==> src/rtl/sseg_scan_mux.sv <==
// Time-multiplexed seven-segment driver: snapshots an N-digit hex word once per frame
// and scans one digit per prescaled slot, with registered, glitch-free an/sseg outputs.
module sseg_scan_mux #(
    parameter int unsigned N_DIGITS       = 4,
    parameter int unsigned DIV            = 50000,
    parameter bit          SEG_ACTIVE_LOW = 1'b1,
    parameter bit          AN_ACTIVE_LOW  = 1'b1,
    parameter bit          LZ_BLANK       = 1'b0
) (
    input  logic                  clk,
    input  logic                  reset_n,
    input  logic                  en,
    input  logic [4*N_DIGITS-1:0] hex,
    input  logic [N_DIGITS-1:0]   dp,
    input  logic [N_DIGITS-1:0]   blank,
    output logic [N_DIGITS-1:0]   an,
    output logic [7:0]            sseg,
    output logic                  frame
);

    localparam int unsigned PW = (DIV > 1) ? $clog2(DIV) : 1;
    localparam int unsigned IW = (N_DIGITS > 1) ? $clog2(N_DIGITS) : 1;
    localparam logic [PW-1:0] PRE_MAX = PW'(DIV - 1);
    localparam logic [IW-1:0] IDX_MAX = IW'(N_DIGITS - 1);
    localparam logic [N_DIGITS-1:0] AN_POL = {N_DIGITS{AN_ACTIVE_LOW}};
    localparam logic [7:0] SEG_POL = {8{SEG_ACTIVE_LOW}};

    logic [PW-1:0]         pre_q, pre_d;
    logic [IW-1:0]         idx_q, idx_d;
    logic                  first_q, first_d;
    logic [4*N_DIGITS-1:0] hex_q, hex_d;
    logic [N_DIGITS-1:0]   dp_q, dp_d;
    logic [N_DIGITS-1:0]   blank_q, blank_d;
    logic [N_DIGITS-1:0]   an_q, an_d;
    logic [7:0]            sseg_q, sseg_d;
    logic                  frame_q, frame_d;

    logic                  tick;
    logic                  snap;

    // The first tick after reset restarts the frame at digit 0 so a fresh snapshot is shown in order.
    always_comb begin
        tick    = (pre_q == PRE_MAX);
        pre_d   = tick ? '0 : pre_q + 1'b1;
        snap    = tick && (first_q || (idx_q == IDX_MAX));
        first_d = first_q & ~tick;
        idx_d   = idx_q;
        if (tick) begin
            idx_d = snap ? '0 : idx_q + 1'b1;
        end
        hex_d   = snap ? hex   : hex_q;
        dp_d    = snap ? dp    : dp_q;
        blank_d = snap ? blank : blank_q;
        frame_d = snap;
    end

    logic [3:0]          digit;
    logic                dp_bit;
    logic                blank_bit;
    logic [N_DIGITS-1:0] onehot;
    logic [N_DIGITS-1:0] lz_vec;
    logic                zero_run;
    logic                lz_cur;
    logic [6:0]          seg7;

    always_comb begin
        digit     = 4'h0;
        dp_bit    = 1'b0;
        blank_bit = 1'b0;
        onehot    = '0;
        for (int i = 0; i < int'(N_DIGITS); i++) begin
            if (idx_q == IW'(i)) begin
                digit     = hex_q[4*i +: 4];
                dp_bit    = dp_q[i];
                blank_bit = blank_q[i];
                onehot[i] = 1'b1;
            end
        end

        // A digit is a leading zero when it and every digit above it are zero; digit 0 never is.
        zero_run = 1'b1;
        lz_vec   = '0;
        for (int i = int'(N_DIGITS) - 1; i >= 1; i--) begin
            zero_run  = zero_run & (hex_q[4*i +: 4] == 4'h0);
            lz_vec[i] = zero_run;
        end
        lz_cur = LZ_BLANK && (|(lz_vec & onehot));

        case (digit)
            4'h0: seg7 = 7'h3F;
            4'h1: seg7 = 7'h06;
            4'h2: seg7 = 7'h5B;
            4'h3: seg7 = 7'h4F;
            4'h4: seg7 = 7'h66;
            4'h5: seg7 = 7'h6D;
            4'h6: seg7 = 7'h7D;
            4'h7: seg7 = 7'h07;
            4'h8: seg7 = 7'h7F;
            4'h9: seg7 = 7'h6F;
            4'hA: seg7 = 7'h77;
            4'hB: seg7 = 7'h7C;
            4'hC: seg7 = 7'h39;
            4'hD: seg7 = 7'h5E;
            4'hE: seg7 = 7'h79;
            default: seg7 = 7'h71;
        endcase

        if (blank_bit || !en) begin
            an_d   = AN_POL;
            sseg_d = SEG_POL;
        end else begin
            an_d   = onehot ^ AN_POL;
            sseg_d = {dp_bit, (lz_cur ? 7'h00 : seg7)} ^ SEG_POL;
        end
    end

    always_ff @(posedge clk or negedge reset_n) begin
        if (!reset_n) begin
            pre_q   <= '0;
            idx_q   <= '0;
            first_q <= 1'b1;
            hex_q   <= '0;
            dp_q    <= '0;
            blank_q <= '1;
            an_q    <= AN_POL;
            sseg_q  <= SEG_POL;
            frame_q <= 1'b0;
        end else begin
            pre_q   <= pre_d;
            idx_q   <= idx_d;
            first_q <= first_d;
            hex_q   <= hex_d;
            dp_q    <= dp_d;
            blank_q <= blank_d;
            an_q    <= an_d;
            sseg_q  <= sseg_d;
            frame_q <= frame_d;
        end
    end

    assign an    = an_q;
    assign sseg  = sseg_q;
    assign frame = frame_q;

endmodule
==> config.mk <==
export PLATFORM = sky130hd
export DESIGN_NAME = sseg_scan_mux
export DESIGN_NICKNAME = d
export VERILOG_FILES = /design/src/rtl/sseg_scan_mux.sv
export SDC_FILE = /design/constraint.sdc
export NUM_CORES = 1
export LEC_CHECK = 0
export CAP_MARGIN = 20
export CORE_MARGIN = 2
export CORE_UTILIZATION = 48
export DETAILED_ROUTE_END_ITERATION = 10
export PLACE_DENSITY = 0.75
export SLEW_MARGIN = 20
export SYNTH_ARGS = -nofsm -noshare
export SYNTH_HDL_FRONTEND = slang
export SYNTH_SLANG_ARGS = --single-unit
==> constraint.sdc <==
create_clock -name clk -period 2.2 [get_ports clk]
set_input_delay 0.33 -clock clk [delete_from_list [all_inputs] [get_ports clk]]
set_output_delay 0.33 -clock clk [all_outputs]
set_load 0.05 [all_outputs]
==> impl_metrics.toml, run 1 <==
[status]
status = "completed"

[placement]
hpwl_um = 3780
place_congestion = 0.815
preCtsSetupSlack_ps = -5.66
port-buffer-count = 39
dp.cells = 345

[finish]
fillers = 422
seq_area_um2 = 1420
multi_input_area_um2 = 1240
final_util = 0.627
n_antenna_cell = 0
drive_gt1_frac = 0.254
finalNonFillerCells = 355
areaGrowthSynthToFinish_pct = 27.0
nets = 320

[timing]
drv_slew = 0
worstMarginPinSlew_ps = 510
period_minus_slack_ps = 2080
hold_viol = 0
setup_tns_ps = 0
fmax_mhz = 482
worst_clock_skew_ps = 9.75
finalCritPeriodShare = 0.944
finalSetupViolations = 0
final.setup.worst_slack_ps = 123
relSlewSlack = 0.660

[drt]
wl_um = 5180
firstDrtPassIters = 5
drc = 0
dr.first_iter.drc_count = 150
detail-route-antenna-nets = 0
wl_met1_um = 2390
route.met3.wl_um = 291
wl_met2_um = 2450
post_drt_wl_per_cell_um = 14.6
via_per_inst = 5.30
maxUsedRoutingLayer = "met4"
num_vias = 1881

[die]
fp.dieH_um = 78.8
start_util = 0.493
core_um2 = 5440
rows = 27
io_pins = 40
die_area_um2 = 6210
fp.dieW_um = 78.8

[critical_path]
path_max_fanout = 5
cp-end-kind = "register"
cp.required_ps = 2450
crit_arrival_ps = 2330
worst_setup_path_start_kind = "register"
critPathSlowestCell = "dfrtp_1"
slowest_delay_ps = 400
worst-setup-path-type = "register to register"
path_cells = "inv_2 -> ha_4 -> nor2_1 -> o211ai_1 -> o221ai_2 -> inv_1 -> buf_4 -> ha_1 -> a211oi_1 -> a31oi_1 -> nand2_1"

[yosys]
synth_edf_count = 0
synth_compound_area_frac = 0.0802
avgSynthCellArea_um2 = 11.8
syn_nets = 266
synth_fa_ha_area_frac = 0.0513
netlist_area_um2 = 2680
synth_top_family_by_area = "simple AND/OR/NAND/NOR gates"
ys.flop_type = "dfrtp_1"
synth_top_cell_area_share = 0.364
yosys_warnings = 0
synth_area_leaders = "dfrtp_1 36%, dfstp_2 17%, mux2_4 5.6%"
synth-seq-cells = 56
synth_largest_area_cell = "dfrtp_1"
synthCells = 228
synthSimpleGateAreaFrac = 0.141
synthMuxAreaShare = 0.118
async_reset_ff_frac = 1.00
yosysSeqAreaShare = 0.530
synth_cell_types = 45
synth_xor_area_frac = 0.0490

[worst_hold_path]
hold_path.class = "register to register"

[cts]
clkLatencyLatePin_ps = 310
cts_sinks = 56
cts-htree-levels = 2
clk_transition_reported_paths_ps = 100
cts_root_buf = "clkbuf_8"
numCtsBuffers = 5
cts_tree = "done"
clock_path_buffers = 2

[power]
ir_drop_mv = 0.280
power_mw = 1.71
p_leak_nw = 1.49
power_density_nw_per_um2 = 501

[global_route]
grt_pass1_wl_um = 8700
grt_pass1_vias = 1827
grt.overflow.total = 0
track_usage = 0.179
antenna_found_initial = 0
grt_max_degree = 35

[flow_run]
maxCapViolations = 0
## sequential cells by signal (all words and copies together), names as in the netlist
name,count
dp_q,4
pre_q,16
hex_q,16
blank_q,4
first_q,1
an,4
frame,1
sseg,8
idx_q,2
## cells in the final DEF, fill, tap and decap left out, types with 2 or more instances in the layout
master	netlist	layout
dfrtp_1	39	39
clkdlybuf4s50_1	0	38
nand2_1	22	22
nor2_1	17	17
dfstp_2	17	17
buf_4	0	14
xor2_1	10	10
mux2_4	10	10
nand3_1	7	7
mux2_1	7	7
ha_1	11	7
o21ai_0	7	6
mux2_2	6	6
a21oi_1	6	5
inv_1	8	5
nor2b_1	6	5
xnor2_1	5	5
nand4_1	5	5
clkbuf_8	0	5
inv_2	0	3
nand3b_1	3	3
ha_4	0	3
o211ai_1	2	2
nor3b_1	2	2
a211oi_1	2	2
mux2i_1	2	2
a211o_1	2	2
o22a_1	2	2
nor3_1	2	2
buf_12	0	2
## cell usage after synthesis (6+ instances only)
master,count
a21oi_1,6
dfrtp_1,39
dfstp_2,17
ha_1,11
inv_1,8
mux2_1,7
mux2_2,6
mux2_4,10
nand2_1,22
nand3_1,7
nor2_1,17
nor2b_1,6
o21ai_0,7
xor2_1,10
## path summary, 6_finish.rpt
kind / from / endpoint / cells after the start / slack (ps)
max in group asynchronous: reset_n / blank_q[1] / 3 / 1060
worst max register to register: idx_q[0] / sseg[4] / 11 / 120
worst min-delay path: pre_q[0] / pre_q[0] / 1 / 450
worst max-delay path: idx_q[0] / sseg[4] / 11 / 120
min in group asynchronous: reset_n / hex_q[1] / 2 / 520
worst min register to register: pre_q[0] / pre_q[0] / 1 / 450
## layout make-up
class | instances | area share
sequential | 56 | 0.417
multi-input combinational | 155 | 0.363
timing repair buffer | 56 | 0.159
tap | 72 | 0.0264
clock buffer | 6 | 0.0213
inverter | 8 | 0.00881
clock inverter | 2 | 0.00477
## repair_timing
| action | 4_1_cts | 5_1_grt |
|---|---|---|
| buffers inserted | 0 | 1 |
| pin swaps | 0 | 2 |
| setup endpoints to repair | 3 | 7 |
| gates resized for setup | 2 | 14 |
| hold buffers | 1 | 0 |
| endpoints found under the hold margin | 5 | 0 |
## power by group
part | total [mW] | internal [mW] | switching, mW | leakage, nW
registers | 1.04 | 1.04 | 0.00166 | 0.709
logic | 0.117 | 0.0584 | 0.0586 | 0.744
clock network | 0.549 | 0.227 | 0.322 | 0.0414
## per-layer routing
layer | vias up | track usage
met5 | - | 0
met4 | 0 | 0.0474
met3 | 4 | 0.0432
met2 | 62 | 0.285
met1 | 915 | 0.248
li1 | 900 | -
## kinds of logic (layout without fill, tap and decap cells)
group                    after synthesis  after routing
AO/OA/AOI/OAI                         31             31
XOR/XNOR                              15             15
adder cells (fa/ha/maj)               11             11
buffers and inverters                 17             72
flip-flops                            56             56
multiplexers                          25             25
AND/OR/NAND/NOR                       73             73
## critical path: cells and delay by family (launching register included)
kind                     cells  cell delay [ps]
adder cells (fa/ha/maj)      2              370
AO/OA/AOI/OAI                4              580
buffers and inverters        3              360
AND/OR/NAND/NOR              2              300
flip-flops                   1              400
## through the flow
step / hold slack (ps) / cell area (µm²)
2_1_floorplan: 34.4 / 2680
3_3_place_gp: 334 / 3240
3_5_place_dp: 332 / 3240
4_1_cts: 455 / 3350
5_1_grt: 479 / 3410
6_report: 451 / 3410
No activity file was read; power rests on OpenSTA's default activity.
==> run 2: changes to the inputs <==
CORE_UTILIZATION = 40   (was 48)
PLACE_DENSITY = not set   (was 0.75)
==> run 2 against run 1 <==
  * Sequential cell count unchanged
  * Clock power up 5.5%
  * Core utilization down 9.6 points
  * Total power up 1.7%
  * First-iteration DRC count down 64%
  * Clock skew down 0.85 ps
  * Critical endpoint unchanged
  * Largest power group unchanged
  * Highest routed layer unchanged
==> impl_metrics.toml, run 2 (synthesis gave the netlist of run 1 again) <==
[critical_path]
cp_common_cell = "buf_4"
crit_arrival_ps = 2330
worst-setup-path-type = "register to register"
worst_setup_path_start_kind = "register"
critPathSlowestCell = "a311o_1"
path_cells = "inv_1 -> ha_2 -> buf_4 -> nand3b_1 -> a311o_1 -> buf_4 -> a211oi_1 -> a31oi_1 -> nand2_1"
cp.required_ps = 2460
path_max_fanout = 13
slowest_delay_ps = 410
cp-end-kind = "register"

[die]
fp.dieW_um = 85.9
die_area_um2 = 7380
core_um2 = 6420
fp.dieH_um = 85.9
start_util = 0.418
rows = 29
io_pins = 40

[drt]
via_per_inst = 5.09
num_vias = 1847
firstDrtPassIters = 4
detail-route-antenna-nets = 0
dr.first_iter.drc_count = 54
route.met3.wl_um = 266
wl_met1_um = 2480
post_drt_wl_per_cell_um = 14.3
drc = 0
wl_um = 5200
maxUsedRoutingLayer = "met4"
wl_met2_um = 2350

[timing]
hold_viol = 0
fmax_mhz = 483
rsz0062_at_grt = "true"
finalSetupViolations = 0
relSlewSlack = 0.656
worst_clock_skew_ps = 8.90
period_minus_slack_ps = 2070
worstMarginPinSlew_ps = 516
finalCritPeriodShare = 0.941
drv_slew = 0

[cts]
numCtsBuffers = 5
cts_sinks = 56
cts_tree = "done"
clk_transition_reported_paths_ps = 90
cts-htree-levels = 2
clkLatencyLatePin_ps = 310
clock_path_buffers = 2
cts_root_buf = "clkbuf_8"

[finish]
n_antenna_cell = 0
areaGrowthSynthToFinish_pct = 27.0
fin_area_um2 = 3410
final_cell_mix = "39 x dfrtp_1, 38 x clkdlybuf4s50_1, 22 x nand2_1, 17 x dfstp_2, 17 x buf_4"
drive_gt1_frac = 0.255
nets = 323
final_util = 0.531
finalNonFillerCells = 363
final_common_cell = "dfrtp_1"

[placement]
place_area_um2 = 3270
dp.cells = 352
place_congestion = 0.823
port-buffer-count = 39
hpwl_um = 3770

[power]
power_mw = 1.74
p_leak_nw = 1.51
ir_drop_mv = 0.239
power_density_nw_per_um2 = 510

[global_route]
grt_pass1_vias = 1945
grt_pass1_wl_um = 9050
antenna_found_initial = 0
track_usage = 0.157
grt.overflow.total = 0
grt_max_degree = 35

[flow_run]
maxCapViolations = 0

[worst_hold_path]
hold_path.class = "register to register"

[status]
status = "completed"
## run 2: timing repair
item | CTS | global route
endpoints found under the hold margin | 9 | 0
buffers inserted | 0 | 2
resized for setup | 1 | 11
pin swaps | 0 | 2
setup endpoints to repair | 1 | 7
gates cloned | 0 | 0
hold buffers | 1 | 0
## run 2: routing by layer
layer / track usage / vias up
li1: - / 907
met1: 0.204 / 895
met2: 0.254 / 37
met3: 0.0356 / 8
met4: 0.0649 / 0
met5: 0 / -
## run 2: final cells by class
type	instances	area, µm²
clock buffers	8	90.1
fillers	568	3010
inverters	8	30.0
multi-input cells	155	1210
flip-flops and latches	56	1420
well taps	77	96.3
repair buffers	59	563
## run 2: final timing paths
kind                       endpoint  cells after the start  slack [ps]  startpoint
setup / recovery            sseg[4]                      9         130    idx_q[1]
hold / removal             pre_q[0]                      1         460    pre_q[0]
setup reg to reg            sseg[4]                      9         130    idx_q[1]
hold reg to reg            pre_q[0]                      1         460    pre_q[0]
max in group asynchronous   first_q                      3        1050     reset_n
min in group asynchronous   dp_q[3]                      2         520     reset_n
## run 2: critical path, delay by kind of cell (launching register included)
family                   cells  cell delay (ps)
AO/OA/AOI/OAI                3              710
adder cells (fa/ha/maj)      1              220
buffers and inverters        3              450
flip-flops                   1              390
AND/OR/NAND/NOR              2              250
## run 2: where the power goes
group / internal (mW) / switching, mW / total (mW)
Combinational: 0.0583 / 0.0585 / 0.117
Sequential: 1.04 / 0.00140 / 1.04
Clock: 0.258 / 0.321 / 0.579
## run 2: metrics by stage
stage / setup WS, ps / setup TNS (ps) / hold slack [ps]
detailed placement: 27.8 / 0 / 345
CTS: 27.3 / 0 / 460
global placement: 106 / 0 / 337
global route: -52.5 / -90.2 / 476
floorplan: 41.8 / 0 / 34.4
finish: 129 / 0 / 458
